File: src/rtl/display_pkg.sv
// ============================================================================
// display_pkg : glyph codes, FSM state type and segment decoder shared by
//               the multi-digit seven-segment display driver.
// Rev 1.0
// ============================================================================
`default_nettype none

package display_pkg;

  typedef logic [4:0] glyph_t;

  localparam glyph_t GLYPH_BLANK = 5'd16;
  localparam glyph_t GLYPH_DASH  = 5'd17;

  typedef enum logic [1:0] {
    ST_IDLE  = 2'd0,
    ST_SHIFT = 2'd1,
    ST_LATCH = 2'd2
  } state_t;

  // Active-low a..g, with out7[6] = a and out7[0] = g.
  function automatic logic [6:0] seg_pattern(input glyph_t g);
    logic [6:0] s;
    case (g)
      5'd0:       s = 7'h01;
      5'd1:       s = 7'h4F;
      5'd2:       s = 7'h12;
      5'd3:       s = 7'h06;
      5'd4:       s = 7'h4C;
      5'd5:       s = 7'h24;
      5'd6:       s = 7'h20;
      5'd7:       s = 7'h0F;
      5'd8:       s = 7'h00;
      5'd9:       s = 7'h04;
      5'd10:      s = 7'h08;
      5'd11:      s = 7'h60;
      5'd12:      s = 7'h31;
      5'd13:      s = 7'h42;
      5'd14:      s = 7'h30;
      5'd15:      s = 7'h38;
      GLYPH_DASH: s = 7'h7E;
      default:    s = 7'h7F;
    endcase
    return s;
  endfunction

endpackage

`default_nettype wire

File: src/rtl/bcd_dabble_seq.sv
// ============================================================================
// bcd_dabble_seq : sequential double-dabble binary-to-BCD converter, one bit
//                  per cycle, with sticky overflow when DIGITS is too few.
// Rev 1.0
// ============================================================================
`default_nettype none

module bcd_dabble_seq #(
  parameter int WIDTH  = 32,
  parameter int DIGITS = 8
) (
  input  logic                  Clk,
  input  logic                  Rst_n,
  input  logic                  start,
  input  logic [WIDTH-1:0]      number,
  output logic                  done,
  output logic [4*DIGITS-1:0]   bcd,
  output logic                  overflow
);

  localparam int BCD_W = 4 * DIGITS;
  localparam int CNT_W = $clog2(WIDTH);

  logic [WIDTH-1:0] r_sh;
  logic [BCD_W-1:0] r_bcd;
  logic [BCD_W-1:0] w_adj;
  logic [CNT_W-1:0] r_cnt;
  logic             r_run;
  logic             r_ovf;

  always_comb begin
    w_adj = r_bcd;
    for (int i = 0; i < DIGITS; i++) begin
      if (r_bcd[4*i +: 4] >= 4'd5) w_adj[4*i +: 4] = r_bcd[4*i +: 4] + 4'd3;
    end
  end

  // Asserted during the final step so the caller can move on at the same edge.
  assign done     = r_run && (r_cnt == CNT_W'(WIDTH - 1));
  assign bcd      = r_bcd;
  assign overflow = r_ovf;

  always_ff @(posedge Clk) begin
    if (!Rst_n) begin
      r_sh  <= '0;
      r_bcd <= '0;
      r_cnt <= '0;
      r_run <= 1'b0;
      r_ovf <= 1'b0;
    end else if (start) begin
      r_sh  <= number;
      r_bcd <= '0;
      r_cnt <= '0;
      r_run <= 1'b1;
      r_ovf <= 1'b0;
    end else if (r_run) begin
      r_bcd <= {w_adj[BCD_W-2:0], r_sh[WIDTH-1]};
      r_sh  <= {r_sh[WIDTH-2:0], 1'b0};
      r_ovf <= r_ovf | w_adj[BCD_W-1];
      r_cnt <= r_cnt + CNT_W'(1);
      if (done) r_run <= 1'b0;
    end
  end

endmodule

`default_nettype wire

File: src/rtl/multi_digit_display.sv
// ============================================================================
// multi_digit_display : converts Number to decimal or hex glyphs, applies
//                       blanking/DP/overflow and scans DIGITS common-anode digits.
// Rev 1.0
// ============================================================================
`default_nettype none

module multi_digit_display
  import display_pkg::*;
#(
  parameter int DIGITS   = 8,
  parameter int WIDTH    = 32,
  parameter int SCAN_DIV = 131072
) (
  input  logic              Clk,
  input  logic              Rst_n,
  input  logic [WIDTH-1:0]  Number,
  input  logic              Load,
  input  logic              HexMode,
  input  logic              BlankLZ,
  input  logic [DIGITS-1:0] DpMask,
  output logic              Busy,
  output logic [6:0]        out7,
  output logic              dp,
  output logic [DIGITS-1:0] en_out
);

  localparam int NIB_W = 4 * DIGITS;
  localparam int PRE_W = $clog2(SCAN_DIV);
  localparam int IDX_W = (DIGITS > 1) ? $clog2(DIGITS) : 1;

  state_t            r_state;
  logic              r_hex;
  logic              r_blz;
  logic [DIGITS-1:0] r_mask;
  logic [NIB_W-1:0]  r_raw;
  logic              r_hex_ovf;
  glyph_t            r_glyph [DIGITS];
  logic [DIGITS-1:0] r_dp_on;
  logic [PRE_W-1:0]  r_pre;
  logic [IDX_W-1:0]  r_idx;

  logic [NIB_W-1:0]  w_hex_val;
  logic              w_hex_ovf;
  logic [NIB_W-1:0]  w_bcd;
  logic              w_dec_ovf;
  logic              w_done;
  logic              w_start;
  logic [NIB_W-1:0]  w_src;
  logic              w_ovf;
  logic              w_lead;
  glyph_t            w_glyph [DIGITS];
  logic [DIGITS-1:0] w_dpn;

  generate
    if (WIDTH > NIB_W) begin : g_hex_wide
      assign w_hex_val = Number[NIB_W-1:0];
      assign w_hex_ovf = |Number[WIDTH-1:NIB_W];
    end else begin : g_hex_narrow
      assign w_hex_val = NIB_W'(Number);
      assign w_hex_ovf = 1'b0;
    end
  endgenerate

  assign w_start = (r_state == ST_IDLE) && Load && !HexMode;
  assign Busy    = (r_state != ST_IDLE);

  bcd_dabble_seq #(
    .WIDTH  (WIDTH),
    .DIGITS (DIGITS)
  ) u_dabble (
    .Clk      (Clk),
    .Rst_n    (Rst_n),
    .start    (w_start),
    .number   (Number),
    .done     (w_done),
    .bcd      (w_bcd),
    .overflow (w_dec_ovf)
  );

  // Walk from the top digit down; blanking stops at the first nonzero digit.
  always_comb begin
    w_src  = r_hex ? r_raw : w_bcd;
    w_ovf  = r_hex ? r_hex_ovf : w_dec_ovf;
    w_lead = r_blz && !w_ovf;
    for (int i = DIGITS - 1; i >= 0; i--) begin
      w_dpn[i] = r_mask[i] & ~w_ovf;
      if (w_ovf) begin
        w_glyph[i] = GLYPH_DASH;
      end else if (w_lead && (i != 0) && (w_src[4*i +: 4] == 4'd0)) begin
        w_glyph[i] = GLYPH_BLANK;
      end else begin
        w_glyph[i] = {1'b0, w_src[4*i +: 4]};
        w_lead     = 1'b0;
      end
    end
  end

  always_ff @(posedge Clk) begin
    if (!Rst_n) begin
      r_state   <= ST_IDLE;
      r_hex     <= 1'b0;
      r_blz     <= 1'b0;
      r_mask    <= '0;
      r_raw     <= '0;
      r_hex_ovf <= 1'b0;
      r_dp_on   <= '0;
      for (int i = 0; i < DIGITS; i++) r_glyph[i] <= GLYPH_BLANK;
    end else begin
      case (r_state)
        ST_IDLE: begin
          if (Load) begin
            r_hex     <= HexMode;
            r_blz     <= BlankLZ;
            r_mask    <= DpMask;
            r_raw     <= w_hex_val;
            r_hex_ovf <= w_hex_ovf;
            r_state   <= HexMode ? ST_LATCH : ST_SHIFT;
          end
        end
        ST_SHIFT: begin
          if (w_done) r_state <= ST_LATCH;
        end
        ST_LATCH: begin
          for (int i = 0; i < DIGITS; i++) r_glyph[i] <= w_glyph[i];
          r_dp_on <= w_dpn;
          r_state <= ST_IDLE;
        end
        default: r_state <= ST_IDLE;
      endcase
    end
  end

  always_ff @(posedge Clk) begin
    if (!Rst_n) begin
      r_pre  <= '0;
      r_idx  <= '0;
      en_out <= '1;
      out7   <= 7'h7F;
      dp     <= 1'b1;
    end else begin
      if (r_pre == PRE_W'(SCAN_DIV - 1)) begin
        r_pre <= '0;
        r_idx <= (r_idx == IDX_W'(DIGITS - 1)) ? '0 : r_idx + IDX_W'(1);
      end else begin
        r_pre <= r_pre + PRE_W'(1);
      end
      en_out <= ~(DIGITS'(1) << r_idx);
      out7   <= seg_pattern(r_glyph[r_idx]);
      dp     <= ~r_dp_on[r_idx];
    end
  end

endmodule

`default_nettype wire
File: config.mk
export PLATFORM = sky130hd
export DESIGN_NAME = multi_digit_display
export DESIGN_NICKNAME = d
export VERILOG_FILES = /design/src/rtl/display_pkg.sv /design/src/rtl/bcd_dabble_seq.sv /design/src/rtl/multi_digit_display.sv
export SDC_FILE = /design/constraint.sdc
export NUM_CORES = 1
export LEC_CHECK = 0
export BUFFER_PORTS_ARGS = -buffer_cell sky130_fd_sc_hd__buf_4
export CORE_ASPECT_RATIO = 1.25
export CORE_UTILIZATION = 30
export DETAILED_ROUTE_END_ITERATION = 6
export SLEW_MARGIN = 20
export SYNTH_ARGS = -nofsm -noshare
export SYNTH_HDL_FRONTEND = slang
export SYNTH_HIERARCHICAL = 1
export SYNTH_SLANG_ARGS = --single-unit
File: constraint.sdc
create_clock -name Clk -period 3.2 [get_ports Clk]
set_input_delay 0.32 -clock Clk [delete_from_list [all_inputs] [get_ports Clk]]
set_output_delay 0.32 -clock Clk [all_outputs]
set_load 0.05 [all_outputs]
After elaboration in Yosys (flattened, before gate mapping):

Memory sizes are Yosys's and may differ from the RTL's. A register that Yosys moved wholly into a read port is not among the register bits.
Index checks and enable logic that the tools add are counted.
Widths: inputs -> output; s select.

* register bits: 152
* RAM bits: 40
* memory bits (read-only): 224
* bits of input ports: 45
* output and inout port bits: 17
* word-level logic and storage cells: 157
* memories: 2

* add/sub/neg operators: 11
* $lt $le $gt $ge: 9
* eq/ne operators: 7
* shift-type cells: 1
* multiplexer cells: 63
* bitwise operators: 21
* reductions and logical operators: 28

Memories
* (no name shown): words 32, bits a word 7, rd ports 1, clocked after memory_dff 1, wr ports 0, RTL line display_pkg.sv:24 `case (g)`
* r_glyph: words 8, bits a word 5, rd ports 1, clocked after memory_dff 1, wr ports 8, RTL line multi_digit_display.sv:38 `glyph_t r_glyph [DIGITS];`

Operators with widths (number)
* $mux 5: 23
* $mux 32: 3
* $add 4x2->4 const B: 8
* $ge 4x3->1 const B: 8
* $mux 4: 8
* $logic_not 4->1: 7
* $mux 1: 21
* $add 17x1->17 const B: 1
* $eq 17x17->1 const B: 1
* $logic_and 1x1->1: 11
* $mux 3: 3
* $or 1x1->1: 9
* $and 1x1->1: 8
* $not 8->8: 1
* $shl 1x3->8 const A: 1
* $mux 2: 3
* $add 5x1->5 const B: 1
* $eq 5x5->1 const B: 1
* $lt 3x4->1 const B: 1
* $pmux 2 s2: 1
* $reduce_and 2->1: 2
* $reduce_bool 2->1: 2
* $reduce_or 2->1: 2
* $add 3x1->3 const B: 1
* other kinds (9): 13

Longest topological paths before layout:

Gate-level depths: netlist (run 1).

* word-level depth: 25
* mapped depth: 10
* depth with buffers taken out: 8

Modules after synthesis:

The synthesis (run 1) kept the hierarchy.

Modules (own cells, without submodules)
* multi_digit_display: times used 1, cells each 569, area an instance 5818.1 um^2, seq. area each 3022.9 um^2
* bcd_dabble_seq: times used 1, cells each 454, area an instance 3764.9 um^2, seq. area each 1421.4 um^2

Worst setup path before layout (run 1):

Ideal clock, no wire load.

* path kind: register to register
* from: register (tool-made name)
* to: register out7[6]
* setup time: 115 ps
* arrival: 2288 ps
* data required time: 3085 ps
* path slack: 796 ps
* cell stages (with the launch flop): 8
* buffers on the path: 1
* clock period less this slack: 2404 ps
* cells stage by stage: dfxtp_1 > buf_6 > mux4_2 > mux2i_1 > inv_1 > ha_1 > or3_1 > a31o_1

RTL lines
* end, declared: RTL line multi_digit_display.sv:23 `output logic [6:0] out7,`

==> reports/metrics.csv, run 1 <==
metric,value,unit
status,"complete, no violations",
total number of vias,7257,
Row Count,72,
final std cells w/o fill,1486,
critical path required time,3.59,ns
Worst Tran Pin Value,0.683,ns
Sequential Power Share,48.6,%
Mapped Area,9580,sq um
Synth Instances,1023,
Total Wirelength,21100,microns
antenna fix cells,0,
Crit. End Element,register,
Netlist cell types,60,
Starting Density,30.7,%
sw frac,24.8,%
Vias per Instance,4.88,
top cell type's share of synthesized area,33.8,%
Synth async-reset ratio,0,%
Fillers,3230,
Worst R2R Setup Slack,0.64,ns
Post-CTS Setup Inserts,0,
global-route wire length before repair,34900,microns
chip height,202,microns
Main synth FF type,dfxtp_1,
WP data arrival,2.95,ns
Sink Count,202,
final setup fails,0,
io pins,62,
layout cells sized above 1,11.8,%
cell area power density,520,nW/um^2
Worst-path clk slew,0.06,ns
worst skew pair latency,0.51,ns
Post-synth EDFFs,40,
Total GRT Usage,13.0,%
CP Max Fanout,9,
Die Area,32700,sq um
antenna violations before repair,0,
Syn Area/Cell,9.37,sq um
final instance area,11100,sq um
slew margin rel.,54.5,%
Tcrit/Tclk final,79.9,%
CTS tree,done,
drt pass-1 iters,5,
clock share of power,41.9,%
Final Slew Violations,0,
CTS Root Cell,clkbuf_16,
Crit Path Category,register to register,
skew final,0.0153,ns
H-tree depth,1,
worst vdd ir,354,uV
Setup crit start kind,register,
fmax,391,MHz
leak pwr,3.90,nW
sw power,1.43,mW
CTS max path bufs,3,
area growth from synthesis to layout,15.6,%
chip width,162,microns
DR iter-0 viols,422,
DP Wirelength,14900,microns
CTS Buf Count,23,
sequential-to-total area share from yosys stat,46.4,%
total gr overflow,0,
cell count of the worst reg-to-reg path,7,
IO Port Bufs,61,
largest net degree at the start of global routing,120,
dpl cell area,10400,sq um
Min Hold Slack,0.0762,ns
GP Congestion,0.802,
syn_nets,1100,
crit path to,out7[6],
fin crit period,2.56,ns
Hold Crit Class,input port to register,
NumNets Final,1139,
Synthesis Warnings,6,
flip-flop and latch count after synthesis,202,
largest area contributor in the netlist,dfxtp_1,
placed insts,1444,
FF-to-FF End,out7[6],
most instantiated library cell after synthesis,nand2_1,
core area,31200,sq um
total internal power,4.34,mW
max-cap violations,0,
commonest cells in the netlist,"nand2_1 (163), dfxtp_1 (162), mux2i_1 (64), nor2_1 (64), a21boi_0 (42)",
leading post-synthesis cells by cell area,"dfxtp_1 (34%), edfxtp_1 (13%), mux2i_1 (6.7%)",
vias in the first global route,6884,
Fin Setup TNS,0,ns
hold_buf cts,0,
Routed wire per std cell,14.2,microns
combinational share of power,9.6,%
drc violations,0,
RSZ-0062 raised after global routing,no,
post-cts resize count,0,
Final Hold Fails,0,
antenna-violating nets left,0,
-- power groups by stage --
stage               clock network (mW)  registers (mW)  logic [mW]
floorplan                            0            2.82       0.408
global placement                     0            2.85       0.546
detailed placement                   0            2.86       0.555
CTS                               2.49            2.80       0.557
global route                      2.60            2.81       0.620
finish                            2.41            2.80       0.552
-- metrics by stage --
step / worst slack, ns / util [%] / power [mW]
6_report: 0.645 / 35.6 / 5.76
2_1_floorplan: 0.796 / - / 3.23
3_3_place_gp: 0.669 / 33.3 / 3.40
3_5_place_dp: 0.632 / 33.3 / 3.41
4_1_cts: 0.617 / 35.6 / 5.84
5_1_grt: 0.465 / 35.6 / 6.03
-- worst min path at each step --
stage,start,endpoint,cells past startpoint
after floorplan,r_pre[0],r_pre[0],1
after global placement,r_pre[0],r_pre[0],1
after detailed placement,r_pre[0],r_pre[0],1
after CTS,DpMask[0],r_mask[0],3
after global routing,Number[13],r_raw[13],3
final,DpMask[3],r_mask[3],3
-- logic make-up (layout without fill, tap and decap cells) --
| family | count (synthesis) | count (layout) | synth area share (%) |
|---|---|---|---|
| DFF | 202 | 202 | 46.4 |
| AOI/OAI and AO/OA | 204 | 204 | 13.6 |
| muxes | 80 | 80 | 10.2 |
| and+or+nand+nor | 393 | 393 | 19.8 |
| adders and majority gates | 32 | 32 | 4.18 |
| buffers and inverters | 97 | 153 | 4.43 |
| xor gates and xnor gates | 15 | 15 | 1.37 |
-- final cells by class --
class                      instances  area (sq um)  area share, %
tap                              407           509           4.60
sequential                       202          4450           40.1
multi-input combinational        724          4720           42.6
timing repair buffer              76           583           5.26
clock inverter                    14          92.6          0.835
inverter                          35           131           1.19
clock buffer                      28           594           5.36
-- flip-flops by register name, summed over array words and instances (netlist names), named ones only --
signal / cells
r_glyph: 40
r_raw: 32
u_dabble/bcd: 32
u_dabble/r_sh: 32
r_pre: 17
en_out: 8
r_dp_on: 8
r_mask: 8
out7: 7
u_dabble/r_cnt: 5
r_idx: 3
r_state: 2
dp: 1
r_blz: 1
r_hex: 1
u_dabble/overflow: 1
u_dabble/r_run: 1
-- cell usage in the layout (no fill, tap or decap), types with 6 or more instances in the layout --
master	instances
clkbuf_16	23
or4b_1	10
nor3_1	26
a21oi_1	32
nor2b_1	8
mux4_2	11
nand3_1	22
clkinv_1	8
o21ai_0	28
a21boi_0	42
dfxtp_1	160
o22ai_1	8
edfxtp_1	40
nor2_1	63
and2_1	34
a31oi_1	8
or3_1	10
o311ai_1	8
o21ai_1	41
inv_1	34
nand2_1	163
nand4_1	20
xor2_1	12
ha_1	32
o22a_1	6
a22o_1	8
mux2i_1	64
buf_4	75
nand2b_1	11
-- worst max-delay path: stages (launching register included) --
cell,delay (ns)
dfxtp_1,0.65
mux4_2,0.56
mux2i_1,0.14
buf_4,0.17
inv_1,0.06
ha_1,0.25
or3_1,0.39
a31o_1,0.22
-- metal layers --
metal	track usage, %	share of wire [%]	routed length [microns]	vias to the layer above
met4	3.57	1.6	332	0
met1	17.6	47	10000	3419
met2	21.4	47	10000	123
met5	0	0	0	-
li1	-	-	-	3692
met3	1.76	3.6	766	23
Note: power is estimated with default switching activity, not from simulation.
==> run 2, diff against run 1 <==
- clock period: 3.2 -> 2.5 ns (I/O delays scaled with it)
==> run 2 against run 1 <==
Maximum frequency rose by 10%. Hold slack got worse by 0.065 ns. Critical path depth fell by 1. Wire length rose by 2.5%. First-iteration DRC count fell by 14%. Sequential power rose by 28%.
==> reports/metrics.csv, run 2 (synthesized netlist as in run 1, its figures left out) <==
metric,value,unit
CTS tree,done,
antenna fix cells,0,
CTS Root Cell,clkbuf_16,
total number of vias,7446,
Final Hold Fails,0,
GP Congestion,0.804,
max-cap violations,0,
met1 Track Usage GR,17.8,%
Starting Density,30.7,%
antenna-violating nets left,0,
final setup fails,0,
Fillers,3120,
largest net degree at the start of global routing,67,
CP Max Fanout,6,
Vias per Instance,4.86,
Largest register FFs,40,
H-tree depth,1,
RSZ-0062 raised after global routing,no,
Final Slew Violations,0,
Routed wire per std cell,14.1,microns
status,"complete, no violations",
"leading cell type in the layout, fill and taps excluded",nand2_1,
met2 usage,21.9,%
DR iter-0 viols,365,
Sink Count,202,
Die Area,32700,sq um
chip width,162,microns
antenna violations before repair,0,
slew margin rel.,57.7,%
Register Area,4450,sq um
leak pwr,4.16,nW
Crit. End Element,register,
most frequent cells in the layout,"nand2_1 (163), dfxtp_1 (160), buf_4 (89), mux2i_1 (63), nor2_1 (63)",
Worst-path clk slew,0.06,ns
WP data arrival,2.68,ns
Hold Crit Class,input port to register,
worst skew pair latency,0.52,ns
CTS max path bufs,3,
cell count of the worst reg-to-reg path,6,
multi-input logic area,4730,sq um
global-route wire length before repair,35300,microns
fmax,432,MHz
Worst R2R Setup Slack,0.19,ns
Top Usage Layer GRT,met2,
worst hold path startpoint,Number[0],
IO Port Bufs,61,
DP Wirelength,15400,microns
layout cells sized above 1,13.3,%
Fin Setup TNS,0,ns
cell area power density,671,nW/um^2
FF-to-FF End,out7[0],
Row Count,72,
GR Util met3,1.56,%
Crit Path Category,register to register,
io pins,62,
critical path required time,2.87,ns
Power Total,7.81,mW
area growth from synthesis to layout,21.4,%
Worst Tran Pin Value,0.635,ns
chip height,202,microns
Total Wirelength,21700,microns
core area,31200,sq um
Tcrit/Tclk final,92.6,%
fin crit period,2.31,ns
Worst Hold End,r_raw[0],
total gr overflow,0,
Reg with most FFs,r_glyph,
drc violations,0,
CTS Buf Count,24,
Total GRT Usage,13.2,%
NumNets Final,1187,
skew final,0.0101,ns
Worst Hold Depth,3,
vias in the first global route,6980,
Setup crit start kind,register,
worst vdd ir,426,uV
drt pass-1 iters,4,
==> run 2: cell count changes in the layout (fill, tap and decap cells not counted) <==
cell / delta
bufinv_16: +1
mux2i_1: -1
buf_4: +14
clkbuf_8: +4
mux2i_2: +1
clkbuf_1: -4
dlygate4sd3_1: +31
clkinv_8: +1
clkinv_2: -1
clkbuf_16: +1
buf_12: +2
clkinv_1: -3
==> run 2: worst max path at each step <==
stage	startpoint	end	slack, ns	cells after the start
2_1_floorplan	register	out7[6]	0.1	7
3_3_place_gp	register	out7[0]	0.22	6
3_5_place_dp	register	out7[0]	0.19	6
4_1_cts	register	out7[0]	0.17	6
5_1_grt	register	out7[0]	0.01	6
6_report	register	out7[0]	0.19	6
==> run 2: stage by stage <==
stage	instances	cell area, sq um	hold slack (ns)	worst slack, ns	util [%]
2_1_floorplan	1023	9580	0.372	0.0964	-
3_3_place_gp	1460	10500	0.427	0.222	33.8
3_5_place_dp	1460	10500	0.437	0.189	33.8
4_1_cts	1532	11600	0.00199	0.168	37.3
5_1_grt	1532	11600	0.0105	0.0135	37.3
6_report	1532	11600	0.0108	0.186	37.3
==> run 2: what timing repair did <==
action,4_1_cts,5_1_grt
setup endpoints to repair,0,1
setup buffers,0,0
resized for setup,0,1
hold buffers,31,0
hold endpoints to repair,31,0
==> run 2: layer usage <==
metal	part of all wire, %	wire length (microns)
met3	3.0	653
met1	48	10300
met2	47	10100
met4	2.6	566
met5	0	0
==> run 2: worst max-delay path: stages, from the launching register on <==
cell and delay [ns]:
dfxtp_1 0.48, buf_4 0.22, mux4_2 0.53, mux2i_4 0.26
mux2_2 0.37, a221oi_1 0.23, a31oi_1 0.07
==> run 2: report_power, final <==
group | total [mW] | internal, mW | switching (mW)
logic | 0.773 | 0.351 | 0.422
registers | 3.59 | 3.46 | 0.122
clock network | 3.45 | 2.07 | 1.38
total | 7.81 | 5.89 | 1.92
==> run 2: final cells by class <==
type | instances | area share, %
Multi-Input combinational cell | 724 | 40.6
Sequential cell | 202 | 38.2
Clock inverter | 12 | 1.05
Inverter | 35 | 1.13
Clock buffer | 29 | 5.67
Tap cell | 407 | 4.38
Timing Repair Buffer | 123 | 8.92
==> run 3, diff against run 2 <==
- BUFFER_PORTS_ARGS: -buffer_cell sky130_fd_sc_hd__buf_4 -> unset
- DONT_BUFFER_PORTS: unset -> 1
==> run 3 against run 2 <==
Design area fell by 2.0%. Register-to-register slack improved by 0.04 ns. Sequential share of layout area rose by 0.79 points. Non-clock buffer count fell by 49. Critical path type unchanged. Hold slack improved by 0.0068 ns.
==> reports/metrics.csv, run 3 (synthesized netlist as in run 1, its figures left out) <==
metric,value,unit
io pins,62,
slew margin rel.,53.8,%
leak pwr,4.00,nW
Total GRT Usage,13.3,%
DR iter-0 viols,424,
antenna-violating nets left,0,
WP data arrival,2.65,ns
core area,31200,sq um
fmax,439,MHz
Routed wire per std cell,14.5,microns
cell area power density,714,nW/um^2
Final Slew Violations,0,
Largest register FFs,40,
Setup crit start kind,register,
Worst Tran Pin Value,0.691,ns
vias in the first global route,7158,
CTS max path bufs,3,
area growth from synthesis to layout,19.0,%
fin crit period,2.28,ns
drc violations,0,
Final Hold Fails,0,
global-route wire length before repair,35600,microns
GP Congestion,0.805,
DP Wirelength,15000,microns
Fin Setup TNS,0,ns
CP Max Fanout,8,
total gr overflow,0,
total number of vias,7263,
skew final,0.0130,ns
CTS Root Cell,clkbuf_16,
drt pass-1 iters,5,
Fillers,3171,
Starting Density,30.7,%
Worst-path clk slew,0.06,ns
Min Hold Slack,0.0175,ns
worst skew pair latency,0.51,ns
most frequent cells in the layout,"nand2_1 (163), dfxtp_1 (159), mux2i_1 (64), nor2_1 (63)",
Crit. End Element,register,
Crit Path Category,register to register,
chip width,162,microns
Vias per Instance,4.89,
Hold Crit Class,input port to register,
RSZ-0062 raised after global routing,no,
antenna violations before repair,0,
"leading cell type in the layout, fill and taps excluded",nand2_1,
Reg with most FFs,r_glyph,
max-cap violations,0,
final core occ,36.6,%
Post-CTS Setup Inserts,0,
antenna fix cells,0,
chip height,202,microns
layout cells sized above 1,8.80,%
CTS tree,done,
Tcrit/Tclk final,91.1,%
IO Port Bufs,0,
H-tree depth,1,
critical path required time,2.87,ns
Row Count,72,
Sink Count,202,
final setup fails,0,
largest net degree at the start of global routing,91,
status,"complete, no violations",
Total Wirelength,21500,microns
Die Area,32700,sq um
CTS Buf Count,24,
NumNets Final,1138,
worst vdd ir,555,uV
[run 3: cell types whose count changed in the layout (fill, tap and decap cells not counted), sizes merged]
cell / change
buf: -60
bufinv: +2
clkinvlp: -1
dlygate4sd3: +11
clkbuf: +4
clkinv: -2
[run 3: final timing paths]
| check | startpoint | end | slack (ns) | depth (start not counted) |
|---|---|---|---|---|
| worst min-delay path | Rst_n | r_glyph[7][0] | 0.02 | 2 |
| worst min register to register | r_pre[0] | r_pre[0] | 0.45 | 1 |
| worst max-delay path | register | out7[0] | 0.22 | 6 |
| worst max register to register | register | out7[0] | 0.22 | 6 |
[run 3: where the power goes]
part           switching (mW)  internal [mW]  leakage [nW]
combinational           0.398          0.310          1.83
sequential              0.130           3.46          1.72
clock                    1.36           2.48         0.448
[run 3: metal layers]
| metal | GRT usage [%] | vias up | wire, microns |
|---|---|---|---|
| met3 | 2.05 | 29 | 830 |
| met5 | 0 | - | 0 |
| met1 | 17.2 | 3414 | 9960 |
| met2 | 22.5 | 120 | 10200 |
| li1 | - | 3700 | - |
| met4 | 4.62 | 0 | 520 |
[run 3: layout make-up]
| class | instances | area [sq um] | share of cell area (%) |
|---|---|---|---|
| Multi-Input combinational cell | 724 | 4720 | 41.4 |
| Sequential cell | 202 | 4450 | 39.0 |
| Clock buffer | 33 | 738 | 6.47 |
| Timing Repair Buffer | 74 | 693 | 6.08 |
| Tap cell | 407 | 509 | 4.47 |
| Clock inverter | 11 | 160 | 1.40 |
| Inverter | 35 | 131 | 1.15 |
[run 3: repair_timing]
action	in CTS	in global routing
endpoints found under the hold margin	95	0
resized for setup	0	1
hold buffers	43	0
endpoints found under the setup margin	0	1
[run 3: critical path: stages (launching register included)]
cell      delay, ns
dfxtp_2        0.40
buf_4          0.19
mux4_2         0.53
mux2i_4        0.29
mux2_2         0.38
a221oi_1       0.26
a31oi_1        0.08
[run 3: metrics by stage]
step / area [sq um] / cells / total power [mW] / setup slack, ns
2_1_floorplan: 9580 / 1023 / 4.13 / 0.0964
3_3_place_gp: 10100 / 1399 / 4.27 / 0.204
3_5_place_dp: 10100 / 1399 / 4.29 / 0.124
4_1_cts: 11400 / 1486 / 8.24 / 0.114
5_1_grt: 11400 / 1486 / 8.47 / 0.0393
6_report: 11400 / 1486 / 8.14 / 0.223
